**src/rtl/axis_fir_eq_pkg.sv**
```systemverilog
// Shared widths, cfg_data field offsets and sample/product/sum types for the FIR equalizer.
// Latency: n/a (types and constants only).
// Backpressure: n/a.
package axis_fir_eq_pkg;

  localparam int DATA_W = 16;
  localparam int PROD_W = 32;
  localparam int SUM_W  = 34;
  localparam int CFG_W  = 80;

  // cfg_data layout, shared with the stream IIR section
  localparam int B0_LSB  = 0;
  localparam int B1_LSB  = 16;
  localparam int B2_LSB  = 32;
  localparam int MIN_LSB = 48;
  localparam int MAX_LSB = 64;

  typedef logic signed [DATA_W-1:0] sample_t;
  typedef logic signed [PROD_W-1:0] prod_t;
  typedef logic signed [SUM_W-1:0]  sum_t;

  // Pull one signed 16-bit field out of the config word.
  function automatic sample_t cfg_field(input logic [CFG_W-1:0] cfg, input int lsb);
    return sample_t'(cfg[lsb +: DATA_W]);
  endfunction

endpackage

```
**src/rtl/fir_eq_mac.sv**
```systemverilog
// Multiply-accumulate core: three signed taps multiplied, then summed into 34 bits.
// Latency: 2 cycles (product register, then sum register).
// Backpressure: every register holds while en_i is low; valid travels alongside the data.
module fir_eq_mac
  import axis_fir_eq_pkg::*;
(
  input  logic    clk,
  input  logic    rst,
  input  logic    en_i,
  input  logic    v_i,
  input  sample_t x0_i,
  input  sample_t x1_i,
  input  sample_t x2_i,
  input  sample_t b0_i,
  input  sample_t b1_i,
  input  sample_t b2_i,
  output logic    v_o,
  output sum_t    sum_o
);

  prod_t p0_d, p1_d, p2_d;
  prod_t p0_q, p1_q, p2_q;
  logic  v2_q;
  sum_t  s_d, s_q;
  logic  v3_q;

  // Full-precision products and their sign-extended sum; operands widened first so no bits are lost.
  always_comb begin
    p0_d = prod_t'(x0_i) * prod_t'(b0_i);
    p1_d = prod_t'(x1_i) * prod_t'(b1_i);
    p2_d = prod_t'(x2_i) * prod_t'(b2_i);
    s_d  = sum_t'(p0_q) + sum_t'(p1_q) + sum_t'(p2_q);
  end

  // Product stage and sum stage advance together on the shared enable.
  always_ff @(posedge clk or posedge rst) begin
    if (rst) begin
      p0_q <= '0;
      p1_q <= '0;
      p2_q <= '0;
      v2_q <= 1'b0;
      s_q  <= '0;
      v3_q <= 1'b0;
    end else if (en_i) begin
      p0_q <= p0_d;
      p1_q <= p1_d;
      p2_q <= p2_d;
      v2_q <= v_i;
      s_q  <= s_d;
      v3_q <= v2_q;
    end
  end

  assign v_o   = v3_q;
  assign sum_o = s_q;

endmodule

```
**src/rtl/axis_fir_equalizer.sv**
```systemverilog
// 3-tap zero-only equalizer y = sat((b0*x + b1*x[n-1] + b2*x[n-2]) >>> SHIFT); AXI-Stream in/out.
// Latency: 4 cycles from input acceptance to m_axis_tvalid; 1 sample/cycle throughput.
// Backpressure: global stall, s_axis_tready = ~m_axis_tvalid | m_axis_tready. AXIS_FIR_EQ_ROUND_EN selects round-half-up.
module axis_fir_equalizer
  import axis_fir_eq_pkg::*;
#(
  parameter int SHIFT      = 14,
  parameter int DATA_WIDTH = 16
) (
  input  logic                  aclk,
  input  logic                  areset,
  input  logic [CFG_W-1:0]      cfg_data,
  input  logic [DATA_WIDTH-1:0] s_axis_tdata,
  input  logic                  s_axis_tvalid,
  output logic                  s_axis_tready,
  output logic [DATA_WIDTH-1:0] m_axis_tdata,
  output logic                  m_axis_tvalid,
  input  logic                  m_axis_tready
);

`ifdef AXIS_FIR_EQ_ROUND_EN
  localparam sum_t RND = sum_t'(64'sd1 <<< (SHIFT - 1));
`endif

  logic    en;
  logic    v1_q;
  sample_t x0_q, x1_q, x2_q;
  logic    v3;
  sum_t    sum3;
  sum_t    r;
  sum_t    min_ext, max_ext;
  sample_t tdata_d, tdata_q;
  logic    tvalid_q;

  // Whole pipeline moves only when the output register is empty or being drained.
  assign en            = ~tvalid_q | m_axis_tready;
  assign s_axis_tready = en;

  // Sample register / delay line: shifts only on an accepted sample, so bubbles leave history intact.
  always_ff @(posedge aclk or posedge areset) begin
    if (areset) begin
      v1_q <= 1'b0;
      x0_q <= '0;
      x1_q <= '0;
      x2_q <= '0;
    end else if (en) begin
      v1_q <= s_axis_tvalid;
      if (s_axis_tvalid) begin
        x0_q <= sample_t'(s_axis_tdata);
        x1_q <= x0_q;
        x2_q <= x1_q;
      end
    end
  end

  fir_eq_mac u_mac (
    .clk   (aclk),
    .rst   (areset),
    .en_i  (en),
    .v_i   (v1_q),
    .x0_i  (x0_q),
    .x1_i  (x1_q),
    .x2_i  (x2_q),
    .b0_i  (cfg_field(cfg_data, B0_LSB)),
    .b1_i  (cfg_field(cfg_data, B1_LSB)),
    .b2_i  (cfg_field(cfg_data, B2_LSB)),
    .v_o   (v3),
    .sum_o (sum3)
  );

  // Scale the sum, then clamp on full-width values; the min test wins when min > max.
  always_comb begin
    min_ext = sum_t'(cfg_field(cfg_data, MIN_LSB));
    max_ext = sum_t'(cfg_field(cfg_data, MAX_LSB));
`ifdef AXIS_FIR_EQ_ROUND_EN
    r       = (sum3 + RND) >>> SHIFT;
`else
    r       = sum3 >>> SHIFT;
`endif
    tdata_d = r[DATA_W-1:0];
    if (r < min_ext) begin
      tdata_d = min_ext[DATA_W-1:0];
    end else if (r > max_ext) begin
      tdata_d = max_ext[DATA_W-1:0];
    end
  end

  // Output register; holds its beat while the consumer stalls.
  always_ff @(posedge aclk or posedge areset) begin
    if (areset) begin
      tvalid_q <= 1'b0;
      tdata_q  <= '0;
    end else if (en) begin
      tvalid_q <= v3;
      tdata_q  <= tdata_d;
    end
  end

  assign m_axis_tvalid = tvalid_q;
  assign m_axis_tdata  = tdata_q;

endmodule

```
**config.mk**
```make
export PLATFORM = sky130hd
export DESIGN_NAME = axis_fir_equalizer
export DESIGN_NICKNAME = d
export VERILOG_FILES = /design/src/rtl/axis_fir_eq_pkg.sv /design/src/rtl/fir_eq_mac.sv /design/src/rtl/axis_fir_equalizer.sv
export SDC_FILE = /design/constraint.sdc
export NUM_CORES = 2
export LEC_CHECK = 0
export BUFFER_PORTS_ARGS = -buffer_cell sky130_fd_sc_hd__buf_2
export CELL_PAD_IN_SITES_DETAIL_PLACEMENT = 1
export CELL_PAD_IN_SITES_GLOBAL_PLACEMENT = 1
export CORE_MARGIN = 2
export CORE_UTILIZATION = 30
export DETAILED_ROUTE_END_ITERATION = 6
export PLACE_DENSITY = 0.51
export SYNTH_ARGS = -nofsm -noshare
export SYNTH_HDL_FRONTEND = slang
export SYNTH_SLANG_ARGS = --single-unit
```
**constraint.sdc**
```tcl
create_clock -name aclk -period 8.6 [get_ports aclk]
set_input_delay 0.86 -clock aclk [delete_from_list [all_inputs] [get_ports aclk]]
set_output_delay 0.86 -clock aclk [all_outputs]
set_load 0.01 [all_outputs]
```
==> After elaboration in Yosys (flattened, before gate mapping) <==
Cells that the tools add are included.
{ "op_classes": {"magnitude_cmp": 2, "n_mul": 3, "mux": 2, "n_reduce_logical": 1, "bitwise": 2, "add_sub_neg": 2} }
{ "op_table": {"columns": ["cell", "n"], "rows": [
  ["multiplier 16 x 16 -> 32 bit", 3],
  ["adder 33 x 32 -> 34 bit", 1],
  ["adder 32 x 32 -> 33 bit", 1],
  ["2-to-1 mux 16 bit", 2],
  ["> comparator 20 x 16 -> 1 bit", 1],
  ["< comparator 20 x 16 -> 1 bit", 1],
  ["AND reduction 2 bit", 1],
  ["NOT 1 bit", 1],
  ["OR 1 bit", 1]
]} }
{ "word_totals": {"output_inout_bits": 18, "input_bits": 100, "ff_bits": 198} }

==> Longest topological paths before layout <==
{ "logic_depth": {"depth_word": 3, "ltp_mapped": 27} }

==> By module <==
From an unflattened synthesis, not the netlist that was laid out.
{ "hier_totals": {"hier_cells": 4117, "area_unflattened_um2": 39994.6} }
{ "modules_own_cells": {"columns": ["module", "area_each_um2", "cells_each", "n_inst", "seq_area_each_um2"], "rows": [
  ["fir_eq_mac", 36304.8, 3787, 1, 3303.2],
  ["axis_fir_equalizer", 3689.8, 330, 1, 1651.6]
]} }

==> Worst setup path before layout <==
OpenSTA, ideal clock, no wires.
{ "synth_timing": {"path_kind": "input-to-reg", "from": "input cfg_data[39]", "to": "register u_mac.p2_q[30]", "path_stages": 23, "path_buffers": 1, "setup_slack_ns": 1.903, "setup_ns": 0.130, "t_arrival_ns": 6.566, "path_cell_list": "clkbuf_1 nand2_1 fa_1 inv_1 fa_1 inv_1 fa_1 inv_1 fa_1 fa_1 inv_1 fa_1 inv_1 ha_1 and4_1 a221oi_2 a31oi_1 a311oi_2 o31ai_1 or4_1 a31oi_1 xor2_1 o21ai_1"} }
{ "synth_via": {"elab_chain_len": 1} }
{ "synth_rtl": {"columns": ["element", "line", "rtl"], "rows": [
  ["start, declared", "axis_fir_equalizer.sv:12", "input logic [CFG_W-1:0] cfg_data,"],
  ["multiplier 16 x 16 -> 32 bit", "fir_eq_mac.sv:31", "p2_d = prod_t'(x2_i) * prod_t'(b2_i);"],
  ["end signal, assigned", "fir_eq_mac.sv:47", "p2_q <= p2_d;"],
  ["end, declared", "fir_eq_mac.sv:22", "prod_t p0_q, p1_q, p2_q;"]
]} }
No other way between the ends.
A chain may end at the register's enable or synchronous reset.

==> Worst setup path in the final report <==
{ "layout_timing": {"from": "register x2_q[6]", "to": "register u_mac.p2_q[30]"} }
{ "layout_via": {"elab_chain_len": 1} }
{ "layout_rtl": {"columns": ["element", "line", "rtl"], "rows": [
  ["start, declared", "axis_fir_equalizer.sv:27", "sample_t x0_q, x1_q, x2_q;"],
  ["start signal, assigned", "axis_fir_equalizer.sv:51", "x2_q <= x1_q;"],
  ["multiplier 16 x 16 -> 32 bit", "fir_eq_mac.sv:31", null]
]} }
No other way between the ends.

==> impl_metrics.ini <==
[status]
run_status = finished, final reports clean

[drt]
detail_route.first_pass.iterations = 5
dr.first_iter.drc_count = 950
num_vias = 26850
viasPerCell = 4.618
drt-wirelength-per-cell_um = 19.17
detail-route-antenna-nets = 0
finalWirelength_mm = 111.5
route.detailed.drc = 0

[cts]
cts_made_buffers = 17
cts_root_buf = sky130_fd_sc_hd__clkbuf_16
path_clk_slew_ns = 0.09
clk_path_buf_depth = 2
postCtsHoldBufs = 0
clock_sinks = 184
clk-insertion-delay-late_ns = 0.52
cts-resized-gates = 0
cts_setup_buffers = 0
htreeDepth = 4
cts_tree = done

[critical_path]
critPathLaunchType = flip-flop
timing.critical_path.required_ns = 8.97
register_to_register_path_setup_slack_ns = 1.50
setup.worst_path.end_class = flip-flop
cp_slowest_stage_delay_ns = 0.97
path_max_fanout = 17
crit_chain = nand2_1 > fa_1 > inv_1 > fa_1 > inv_1 > fa_1 > inv_1 > fa_1 > fa_1 > inv_1 > fa_1 > inv_1 > ha_1 > inv_1 > o21bai_1 > a221oi_2 > a31oi_1 > a311oi_2 > o31ai_1 > or4_1 > a31oi_1 > xor2_1 > o21ai_1
critPathArrivalTime_ns = 7.48
critPathSlowestCell = sky130_fd_sc_hd__dfrtp_1
cp_class = flip-flop to flip-flop

[finish]
drive_gt1_frac = 0.06575
layout.filler_cells = 14760
synthToLayoutAreaGrowth_pct = 8.147
finish.net_count = 5373

[synthesis]
synthDistinctLibCells = 69
asyncSetResetFlopFracSynth = 1.000
synth_enable_flop_cells = 0
sequential_element_share_of_the_synthesized_area = 0.1189
ys.warnings.count = 0
synth-main-ff-cell = sky130_fd_sc_hd__dfrtp_1
synthCells = 4094
mapped_nets = 5328
post_synth.cell_area_avg_um2 = 9.461
mappedNetlistArea_mm2 = 0.03873
ys_ff_latch = 184

[die]
core_area_mm2 = 0.1278
total_number_of_placement_rows = 131
top_level_ports = 118
fp.dieArea_mm2 = 0.1320
start_util = 0.3030
die_h_um = 363.3
die_w_um = 363.3

[run]
max_cap_violations = 0

[timing]
max-slew-margin-rel = 0.2992
period_minus_slack_ns = 7.104
setup_violations = 0
timing_worst_slew_pin_value_ns = 1.051
hold_viol = 0
fmaxAchievable_mhz = 140.8
fin_worst_skew_ns = 0.01955
finalCritPeriodShare = 0.8260
report.final.slew_viol_count = 0
timing.setup.tns_ns = 0
grt_setup_unrepaired = false

[place]
finalWeightedCongestion = 0.7976
post-dp-hpwl_mm = 93.39
io_buffers = 117

[grt]
grt_max_degree = 81
grt.overflow.total = 0
track_usage = 0.1778
grt_first_pass_wirelength_mm = 180.1
antenna_found_initial = 7
first_global_vias = 31020

[worst_hold_path]
worstHoldPathType = input port to asynchronous set/reset pin
## layout make-up
cell class                 instances  area, um2  share of cell area
multi-input combinational       2872      30240              0.7219
sequential                       184       4604              0.1099
inverter                         902       3396             0.08107
tap                             1662       2079             0.04964
timing repair buffer             162      923.4             0.02204
clock buffer                      17      425.4             0.01016
clock inverter                    15      220.2            0.005257
antenna                            1      2.502          0.00005974
## Yosys cell counts, types with 37 or more instances
master | number | area [um2]
sky130_fd_sc_hd__mux2_2 | 65 | 732.0
sky130_fd_sc_hd__and2_1 | 364 | 2277
sky130_fd_sc_hd__nor2_1 | 117 | 439.2
sky130_fd_sc_hd__xnor2_1 | 76 | 665.6
sky130_fd_sc_hd__clkbuf_1 | 131 | 491.7
sky130_fd_sc_hd__dfrtp_1 | 184 | 4604
sky130_fd_sc_hd__ha_1 | 317 | 3966
sky130_fd_sc_hd__a21o_1 | 54 | 405.4
sky130_fd_sc_hd__o21ai_0 | 105 | 525.5
sky130_fd_sc_hd__fa_1 | 817 | 16360
sky130_fd_sc_hd__xor2_1 | 37 | 324.1
sky130_fd_sc_hd__nand2_1 | 534 | 2004
sky130_fd_sc_hd__a21oi_1 | 121 | 605.6
sky130_fd_sc_hd__inv_1 | 902 | 3386
## registers in the layout, summed over array words and instances, names as in the netlist
name and flops:
x2_q 16, x0_q 16, u_mac.v_o 1, u_mac.p1_q 32, m_axis_tdata 16, u_mac.v2_q 1
u_mac.sum_o 20, v1_q 1, x1_q 16, m_axis_tvalid 1, u_mac.p0_q 32, u_mac.p2_q 32
## worst max-delay path: cells and delay by family (launching register included)
kind            cells  cell delay (ns)
compound gates      7             1.57
xor+xnor            1             0.17
fa+ha+maj           7             3.30
buf+inv             6             0.36
flops               1             0.97
simple gates        2             0.60
## logic make-up (layout without fill, tap and decap cells)
family	after synthesis	after routing	share of synthesized area
flops	184	184	0.1189
compound gates	407	407	0.06609
xor+xnor	113	113	0.02555
mux	81	81	0.02303
buf+inv	1038	1096	0.1007
other cells	0	1	0
fa+ha+maj	1134	1134	0.5247
simple gates	1137	1137	0.1411
## final timing paths
path                            startpoint          endpoint  depth (start not counted)
worst min register to register   u_mac.v_o     m_axis_tvalid                          1
worst min-delay path                areset  m_axis_tdata[13]                          2
min in group aclk                u_mac.v_o     m_axis_tvalid                          1
max in group asynchronous           areset          x0_q[14]                          4
worst max-delay path               x2_q[6]    u_mac.p2_q[30]                         23
worst max register to register     x2_q[6]    u_mac.p2_q[30]                         23
## per-layer routing
| layer | vias up | track usage | share of wire |
|---|---|---|---|
| met5 | - | 0 | 0 |
| met4 | 0 | 0.02612 | 0.012 |
| met3 | 61 | 0.01583 | 0.023 |
| met2 | 228 | 0.3170 | 0.51 |
| met1 | 14140 | 0.2384 | 0.46 |
| li1 | 12430 | - | - |
## placed cells by master (no fill, tap or decap), drive strengths merged, types with 4 or more instances in the layout
master,Yosys,layout
a211oi,20,20
a21o,54,54
a21oi,121,121
a221oi,4,4
a31oi,10,10
and2,364,364
and3,8,8
buf,5,162
clkbuf,131,17
clkinv,0,5
dfrtp,184,184
fa,817,817
ha,317,317
inv,902,912
mux2,65,65
mux2i,16,16
nand2,534,534
nand2b,30,30
nand3,24,24
nand4,8,8
nor2,117,117
nor2b,12,12
nor3,14,14
nor3b,4,4
o211ai,8,8
o21a,15,15
o21ai,113,113
o21bai,15,15
o221ai,4,4
o31ai,13,13
or3,8,8
xnor2,76,76
xor2,37,37
## stage by stage
stage | utilization | worst slack (ns) | instances | hold WS, ns | cell area [um2]
after floorplan | - | 1.903 | 4094 | 0.4300 | 38730
after CTS | 0.3276 | 1.400 | 5814 | 0.4193 | 41890
after global placement | 0.3226 | 1.255 | 5782 | 0.4551 | 41240
after detailed placement | 0.3226 | 1.238 | 5782 | 0.4562 | 41240
after global routing | 0.3276 | 0.9440 | 5814 | 0.4263 | 41890
final | 0.3276 | 1.496 | 5815 | 0.3874 | 41890
Power is left out: the tool's default activity adds up to more than one toggle a clock period on the data nets, which glitch-free logic cannot reach.
